===== src/rtl/mem_arbiter_if.sv =====
// IF/MEM request ports and byte-wide RAM port of the memory arbiter.
// slave = arbiter side, master = CPU stages and RAM side.
interface mem_arbiter_if #(
  parameter int ADDR_W = 17
);
  logic              if_req;
  logic [31:0]       if_addr;
  logic              if_flush;
  logic [31:0]       if_data;
  logic              if_done;
  logic              if_stall_req;
  logic              mem_req;
  logic              mem_we;
  logic [1:0]        mem_width;
  logic [31:0]       mem_addr;
  logic [31:0]       mem_wdata;
  logic [31:0]       mem_rdata;
  logic              mem_done;
  logic              mem_stall_req;
  logic [ADDR_W-1:0] ram_addr;
  logic              ram_we;
  logic [7:0]        ram_dout;
  logic [7:0]        ram_din;

  modport slave (
    input  if_req, if_addr, if_flush,
    input  mem_req, mem_we, mem_width,
    input  mem_addr, mem_wdata, ram_din,
    output if_data, if_done, if_stall_req,
    output mem_rdata, mem_done, mem_stall_req,
    output ram_addr, ram_we, ram_dout
  );

  modport master (
    output if_req, if_addr, if_flush,
    output mem_req, mem_we, mem_width,
    output mem_addr, mem_wdata, ram_din,
    input  if_data, if_done, if_stall_req,
    input  mem_rdata, mem_done, mem_stall_req,
    input  ram_addr, ram_we, ram_dout
  );
endinterface


===== src/rtl/mem_arbiter.sv =====
// Byte-serial RAM arbiter: MEM over IF priority, little-endian
// reassembly of 1/2/4-byte requests on a synchronous-read RAM.
module mem_arbiter #(
  parameter int ADDR_W = 17
) (
  input logic          clk,
  input logic          rst,
  mem_arbiter_if.slave bus
);
  typedef enum logic [2:0] {
    IDLE, IF_RD, MEM_RD, MEM_WR, DONE
  } state_t;

  state_t            state, state_nxt;
  logic [2:0]        cnt, cnt_nxt;
  logic [2:0]        n, n_nxt;
  logic [2:0]        mem_n;
  logic [ADDR_W-1:0] base, base_nxt;
  logic [31:0]       wdata, wdata_nxt;
  logic [31:0]       rbuf, rbuf_nxt, rbuf_cap;
  logic [31:0]       if_data, if_data_nxt;
  logic [31:0]       mem_rdata, mem_rdata_nxt;
  logic              if_done, if_done_nxt;
  logic              mem_done, mem_done_nxt;
  logic [ADDR_W-1:0] ram_addr, ram_addr_nxt;
  logic              ram_we, ram_we_nxt;
  logic [7:0]        ram_dout, ram_dout_nxt;
  logic [1:0]        lane;
  logic              unused_addr;

  assign unused_addr = ^{bus.if_addr[31:ADDR_W],
                         bus.mem_addr[31:ADDR_W]};

  always_comb begin
    mem_n = 3'd4;
    unique case (1'b1)
      bus.mem_width == 2'b00: mem_n = 3'd1;
      bus.mem_width == 2'b01: mem_n = 3'd2;
      default:                mem_n = 3'd4;
    endcase
  end

  // cnt counts addresses issued; RAM data for
  // byte k is sampled two edges after issue
  assign lane = cnt[1:0] - 2'd2;

  always_comb begin
    rbuf_cap = rbuf;
    rbuf_cap[{lane, 3'b000} +: 8] = bus.ram_din;
  end

  always_comb begin
    state_nxt     = state;
    cnt_nxt       = cnt;
    n_nxt         = n;
    base_nxt      = base;
    wdata_nxt     = wdata;
    rbuf_nxt      = rbuf;
    if_data_nxt   = if_data;
    mem_rdata_nxt = mem_rdata;
    if_done_nxt   = 1'b0;
    mem_done_nxt  = 1'b0;
    ram_addr_nxt  = ram_addr;
    ram_we_nxt    = ram_we;
    ram_dout_nxt  = ram_dout;
    unique case (state)
      IDLE: begin
        cnt_nxt = 3'd0;
        if (bus.mem_req) begin
          base_nxt     = bus.mem_addr[ADDR_W-1:0];
          n_nxt        = mem_n;
          wdata_nxt    = bus.mem_wdata;
          rbuf_nxt     = '0;
          cnt_nxt      = 3'd1;
          ram_addr_nxt = bus.mem_addr[ADDR_W-1:0];
          ram_we_nxt   = bus.mem_we;
          if (bus.mem_we) begin
            ram_dout_nxt = bus.mem_wdata[7:0];
            state_nxt    = MEM_WR;
          end else begin
            state_nxt    = MEM_RD;
          end
        end else if (bus.if_req) begin
          base_nxt     = bus.if_addr[ADDR_W-1:0];
          n_nxt        = 3'd4;
          rbuf_nxt     = '0;
          cnt_nxt      = 3'd1;
          ram_addr_nxt = bus.if_addr[ADDR_W-1:0];
          ram_we_nxt   = 1'b0;
          state_nxt    = IF_RD;
        end
      end
      IF_RD, MEM_RD: begin
        if (state == IF_RD && bus.if_flush) begin
          state_nxt = IDLE;
          cnt_nxt   = 3'd0;
        end else begin
          cnt_nxt = cnt + 3'd1;
          if (cnt < n)
            ram_addr_nxt = base + ADDR_W'(cnt);
          if (cnt >= 3'd2)
            rbuf_nxt = rbuf_cap;
          if (cnt == n + 3'd1) begin
            state_nxt = DONE;
            cnt_nxt   = 3'd0;
            if (state == IF_RD) begin
              if_done_nxt = 1'b1;
              if_data_nxt = rbuf_cap;
            end else begin
              mem_done_nxt  = 1'b1;
              mem_rdata_nxt = rbuf_cap;
            end
          end
        end
      end
      MEM_WR: begin
        if (cnt < n) begin
          ram_addr_nxt = base + ADDR_W'(cnt);
          ram_dout_nxt = wdata[{cnt[1:0], 3'b000} +: 8];
          cnt_nxt      = cnt + 3'd1;
        end else begin
          ram_we_nxt   = 1'b0;
          mem_done_nxt = 1'b1;
          cnt_nxt      = 3'd0;
          state_nxt    = DONE;
        end
      end
      DONE:    state_nxt = IDLE;
      default: state_nxt = IDLE;
    endcase
  end

  always_ff @(posedge clk or negedge rst) begin
    if (!rst) begin
      state     <= IDLE;
      cnt       <= '0;
      n         <= '0;
      base      <= '0;
      wdata     <= '0;
      rbuf      <= '0;
      if_data   <= '0;
      mem_rdata <= '0;
      if_done   <= 1'b0;
      mem_done  <= 1'b0;
      ram_addr  <= '0;
      ram_we    <= 1'b0;
      ram_dout  <= '0;
    end else begin
      state     <= state_nxt;
      cnt       <= cnt_nxt;
      n         <= n_nxt;
      base      <= base_nxt;
      wdata     <= wdata_nxt;
      rbuf      <= rbuf_nxt;
      if_data   <= if_data_nxt;
      mem_rdata <= mem_rdata_nxt;
      if_done   <= if_done_nxt;
      mem_done  <= mem_done_nxt;
      ram_addr  <= ram_addr_nxt;
      ram_we    <= ram_we_nxt;
      ram_dout  <= ram_dout_nxt;
    end
  end

  assign bus.if_data       = if_data;
  assign bus.if_done       = if_done;
  assign bus.mem_rdata     = mem_rdata;
  assign bus.mem_done      = mem_done;
  assign bus.ram_addr      = ram_addr;
  assign bus.ram_we        = ram_we;
  assign bus.ram_dout      = ram_dout;
  assign bus.if_stall_req  = bus.if_req & ~if_done;
  assign bus.mem_stall_req = bus.mem_req & ~mem_done;
endmodule


===== src/flat_wrapper.sv =====
// flat-port wrapper written by rule: the top's interface ports become plain ports
module mem_arbiter_flat 
#(
  parameter int ADDR_W = 17
)
  (clk, rst, bus_if_req, bus_if_addr, bus_if_flush, bus_mem_req, bus_mem_we, bus_mem_width, bus_mem_addr, bus_mem_wdata, bus_ram_din, bus_if_data, bus_if_done, bus_if_stall_req, bus_mem_rdata, bus_mem_done, bus_mem_stall_req, bus_ram_addr, bus_ram_we, bus_ram_dout);
  mem_arbiter_if #(.ADDR_W(ADDR_W)) bus_i ();
  input logic clk;
  input logic rst;
  input wire logic [$bits(bus_i.if_req)-1:0] bus_if_req;
  input wire logic [$bits(bus_i.if_addr)-1:0] bus_if_addr;
  input wire logic [$bits(bus_i.if_flush)-1:0] bus_if_flush;
  input wire logic [$bits(bus_i.mem_req)-1:0] bus_mem_req;
  input wire logic [$bits(bus_i.mem_we)-1:0] bus_mem_we;
  input wire logic [$bits(bus_i.mem_width)-1:0] bus_mem_width;
  input wire logic [$bits(bus_i.mem_addr)-1:0] bus_mem_addr;
  input wire logic [$bits(bus_i.mem_wdata)-1:0] bus_mem_wdata;
  input wire logic [$bits(bus_i.ram_din)-1:0] bus_ram_din;
  output wire logic [$bits(bus_i.if_data)-1:0] bus_if_data;
  output wire logic [$bits(bus_i.if_done)-1:0] bus_if_done;
  output wire logic [$bits(bus_i.if_stall_req)-1:0] bus_if_stall_req;
  output wire logic [$bits(bus_i.mem_rdata)-1:0] bus_mem_rdata;
  output wire logic [$bits(bus_i.mem_done)-1:0] bus_mem_done;
  output wire logic [$bits(bus_i.mem_stall_req)-1:0] bus_mem_stall_req;
  output wire logic [$bits(bus_i.ram_addr)-1:0] bus_ram_addr;
  output wire logic [$bits(bus_i.ram_we)-1:0] bus_ram_we;
  output wire logic [$bits(bus_i.ram_dout)-1:0] bus_ram_dout;
  assign bus_i.if_req = bus_if_req;
  assign bus_i.if_addr = bus_if_addr;
  assign bus_i.if_flush = bus_if_flush;
  assign bus_i.mem_req = bus_mem_req;
  assign bus_i.mem_we = bus_mem_we;
  assign bus_i.mem_width = bus_mem_width;
  assign bus_i.mem_addr = bus_mem_addr;
  assign bus_i.mem_wdata = bus_mem_wdata;
  assign bus_i.ram_din = bus_ram_din;
  assign bus_if_data = bus_i.if_data;
  assign bus_if_done = bus_i.if_done;
  assign bus_if_stall_req = bus_i.if_stall_req;
  assign bus_mem_rdata = bus_i.mem_rdata;
  assign bus_mem_done = bus_i.mem_done;
  assign bus_mem_stall_req = bus_i.mem_stall_req;
  assign bus_ram_addr = bus_i.ram_addr;
  assign bus_ram_we = bus_i.ram_we;
  assign bus_ram_dout = bus_i.ram_dout;
  mem_arbiter #(.ADDR_W(ADDR_W)) u_core (.clk(clk), .rst(rst), .bus(bus_i));
endmodule

===== config.mk =====
export PLATFORM = sky130hd
export DESIGN_NAME = mem_arbiter_flat
export DESIGN_NICKNAME = d
export VERILOG_FILES = /design/src/rtl/mem_arbiter_if.sv /design/src/rtl/mem_arbiter.sv /design/src/flat_wrapper.sv
export SDC_FILE = /design/constraint.sdc
export NUM_CORES = 1
export LEC_CHECK = 0
export ABC_AREA = 1
export CORE_ASPECT_RATIO = 1.1
export CORE_MARGIN = 3
export CORE_UTILIZATION = 46
export CTS_CLUSTER_SIZE = 16
export DETAILED_ROUTE_END_ITERATION = 6
export PLACE_DENSITY_LB_ADDON = 0.2
export RECOVER_POWER = 25
export SYNTH_ARGS = -nofsm -noshare
export SYNTH_HDL_FRONTEND = slang
export SYNTH_SLANG_ARGS = --single-unit

===== constraint.sdc =====
create_clock -name clk -period 2.2 [get_ports clk]
set_input_delay 0.44 -clock clk [delete_from_list [all_inputs] [get_ports clk]]
set_output_delay 0.44 -clock clk [all_outputs]
set_load 0.1 [all_outputs]

==> reports/metrics.yaml <==
grtUsageTotal_pct: 22.26
placed_area_mm2: 0.01094
min-delay-start: "u_core.wdata[12]"
grt_overflow: 0
cts_root_buffer: "clkbuf_16"
drt_first_pass_iters: 5
yosys_warnings: 0
antennaDiodeCount: 0
timing.final.crit_period_ns: 2.112
endpoint_kind: "flop"
cts_buffers: 17
synth-edff-count: 0
r2r-start: "u_core.cnt[1]"
drc_errors: 0
synthTopCellsByCount: "nand2_1 (477), dfrtp_1 (182), o21ai_0 (124), inv_1 (112), nand3_1 (69)"
hpwl_um: 16570
fin_util_pct: 61.75
synthFlopType: "dfrtp_1"
cp.required_ns: 2.54
grt_pass1_vias: 7652
syn_area_per_cell_um2: 7.613
start_util_pct: 47.70
seqCellArea_mm2: 0.004556
clock_path_buffers: 2
tritoncts: "done"
ys_types: 33
synth_top_area_share_pct: 50.96
netlist_instances: 1174
num_vias: 8081
synthesis.area_mm2: 0.008937
path_class: "flop to flop"
rsz0062_at_grt: "yes"
gp_congestion: 0.8525
fp.dieH_um: 152.2
finClkSkew_ns: 0.01149
ys_top_cells_by_area: "dfrtp_1 (51%), nand2_1 (20%), o21ai_0 (6.9%)"
drv_cap: 0
synth-async-reset-ratio_pct: 100.0
worst_slew_pin_slew_ns: 1.269
io_buffers: 175
area_delta_synth_final_pct: 29.47
seq_area_frac_synth_pct: 50.96
die_area_mm2: 0.02114
yosys_register_bits: 182
drive_gt1_share_pct: 13.84
avgRoutedWirePerCell_um: 14.72
path_max_fanout: 8
core_area_mm2: 0.01874
holdWs_ns: 0.4754
relSlewSlack_pct: 15.40
num_rows: 52
syn_nets: 1300
fin_crit_sh_pct: 95.99
final-setup-viol-count: 0
yosysMostFrequentCell: "nand2_1"
hp-class: "flop to flop"
viasPerCell: 5.022
finalMaxSlewViolations: 0
fillerInstances: 1663
grt_pass1_wl_um: 39010
io_pins: 206
die_w_um: 138.9
fin_area_mm2: 0.01157
cp-startpoint: "u_core.cnt[1]"
multi_input_area_mm2: 0.003685
finalHoldViolCount: 0
status: "complete, no violations"
wl_um: 23680
antenna_found_initial: 0
worstSetupStartpointType: "flop"
clock-sinks: 182
grt_max_degree: 66
timing.fmax_ghz: 0.4735
ant_nets: 0
dr.first_iter.drc_count: 516
clk_pin_slew_ns: 0.07
nNetsFinal: 1479
arrival_ns: 2.46
synth_top_area_cell: "dfrtp_1"
cts.htree.levels: 4
clk_latency_ns: 0.44
-- per-layer routing --
metal | up-vias | GRT usage, % | wire [um]
li1 | 4076 | - | -
met1 | 3753 | 32.48 | 11190
met2 | 236 | 35.22 | 11040
met3 | 16 | 4.112 | 1236
met4 | 0 | 4.520 | 207
met5 | - | 0 | 0
-- placed cells by master, fill, tap and decap left out, types with 2 or more instances in the layout --
cell	n
ha_1	13
clkbuf_16	18
inv_2	6
o21ai_1	18
nand2_1	477
buf_4	121
nor2_1	45
a21oi_1	7
clkinv_1	2
o22ai_1	34
bufinv_16	2
o21bai_1	2
clkinv_2	2
buf_12	11
nand4_1	5
clkinv_4	2
clkbuf_8	2
inv_1	111
inv_6	3
o21ai_0	124
mux2i_1	2
nor2_2	5
nand3_2	3
clkinvlp_4	3
dfrtp_1	181
clkdlybuf4s50_1	80
nand3_1	69
-- worst paths after layout --
path / cells after the start / end / slack [ns]
max: 6 / u_core.rbuf[4] / 0.09
min: 2 / u_core.wdata[12] / 0.48
max reg2reg: 6 / u_core.rbuf[4] / 0.09
min reg2reg: 2 / u_core.wdata[12] / 0.48
max in group asynchronous: 3 / u_core.bus.if_data[9] / 0.25
min in group asynchronous: 2 / u_core.bus.ram_addr[16] / 0.81
-- critical path, stage by stage, from the launching register on --
cell and delay [ns]:
dfrtp_1 0.52, inv_2 0.11, ha_1 0.33, nand4_1 0.34, o22ai_1 0.40, nand2_1 0.10, o21ai_0 0.21
-- through the flow --
stage               setup slack, ns  setup TNS, ns  cells
floorplan                  0.007792              0   1174
global placement            0.03515              0   1573
detailed placement         -0.03318        -0.1296   1573
CTS                         0.08562              0   1606
global route               -0.05566        -0.8705   1609
finish                      0.08828              0   1609
-- area by class of cell --
| type | count | share of cell area (%) |
|---|---|---|
| Sequential cell | 182 | 39.37 |
| Multi-Input combinational cell | 816 | 31.84 |
| Timing Repair Buffer | 215 | 17.02 |
| Inverter | 121 | 3.958 |
| Clock buffer | 20 | 3.947 |
| Tap cell | 243 | 2.628 |
| Clock inverter | 12 | 1.233 |
-- cells by family (layout without fill, tap and decap cells) --
logic type | count (synthesis) | count (layout) | synth area share, %
compound gates | 188 | 188 | 11.23
xor+xnor | 2 | 2 | 0.1960
fa+ha+maj | 14 | 14 | 2.044
buf+inv | 176 | 368 | 8.036
flops | 182 | 182 | 50.96
mux | 2 | 2 | 0.2240
simple gates | 610 | 610 | 27.31
-- sequential cells by signal, summed over array words and instances (netlist names) --
name and cells:
u_core.bus.if_data 32, u_core.bus.ram_dout 8, u_core.bus.mem_rdata 32, u_core.n 3
u_core.cnt 3, u_core.bus.if_done 1, u_core.state 3, u_core.bus.ram_addr 17
u_core.bus.ram_we 1, u_core.bus.mem_done 1, u_core.wdata 32, u_core.base 17
u_core.rbuf 32
-- what timing repair did --
action,CTS,global route
pin swaps,0,1
setup endpoints to repair,1,68
hold buffers,1,0
gates cloned,0,1
resized for setup,1,4
endpoints found under the hold margin,41,0
setup buffers,0,2
Power is left out: the tool's default activity adds up to more than one toggle a clock period on the data nets, which glitch-free logic cannot reach.
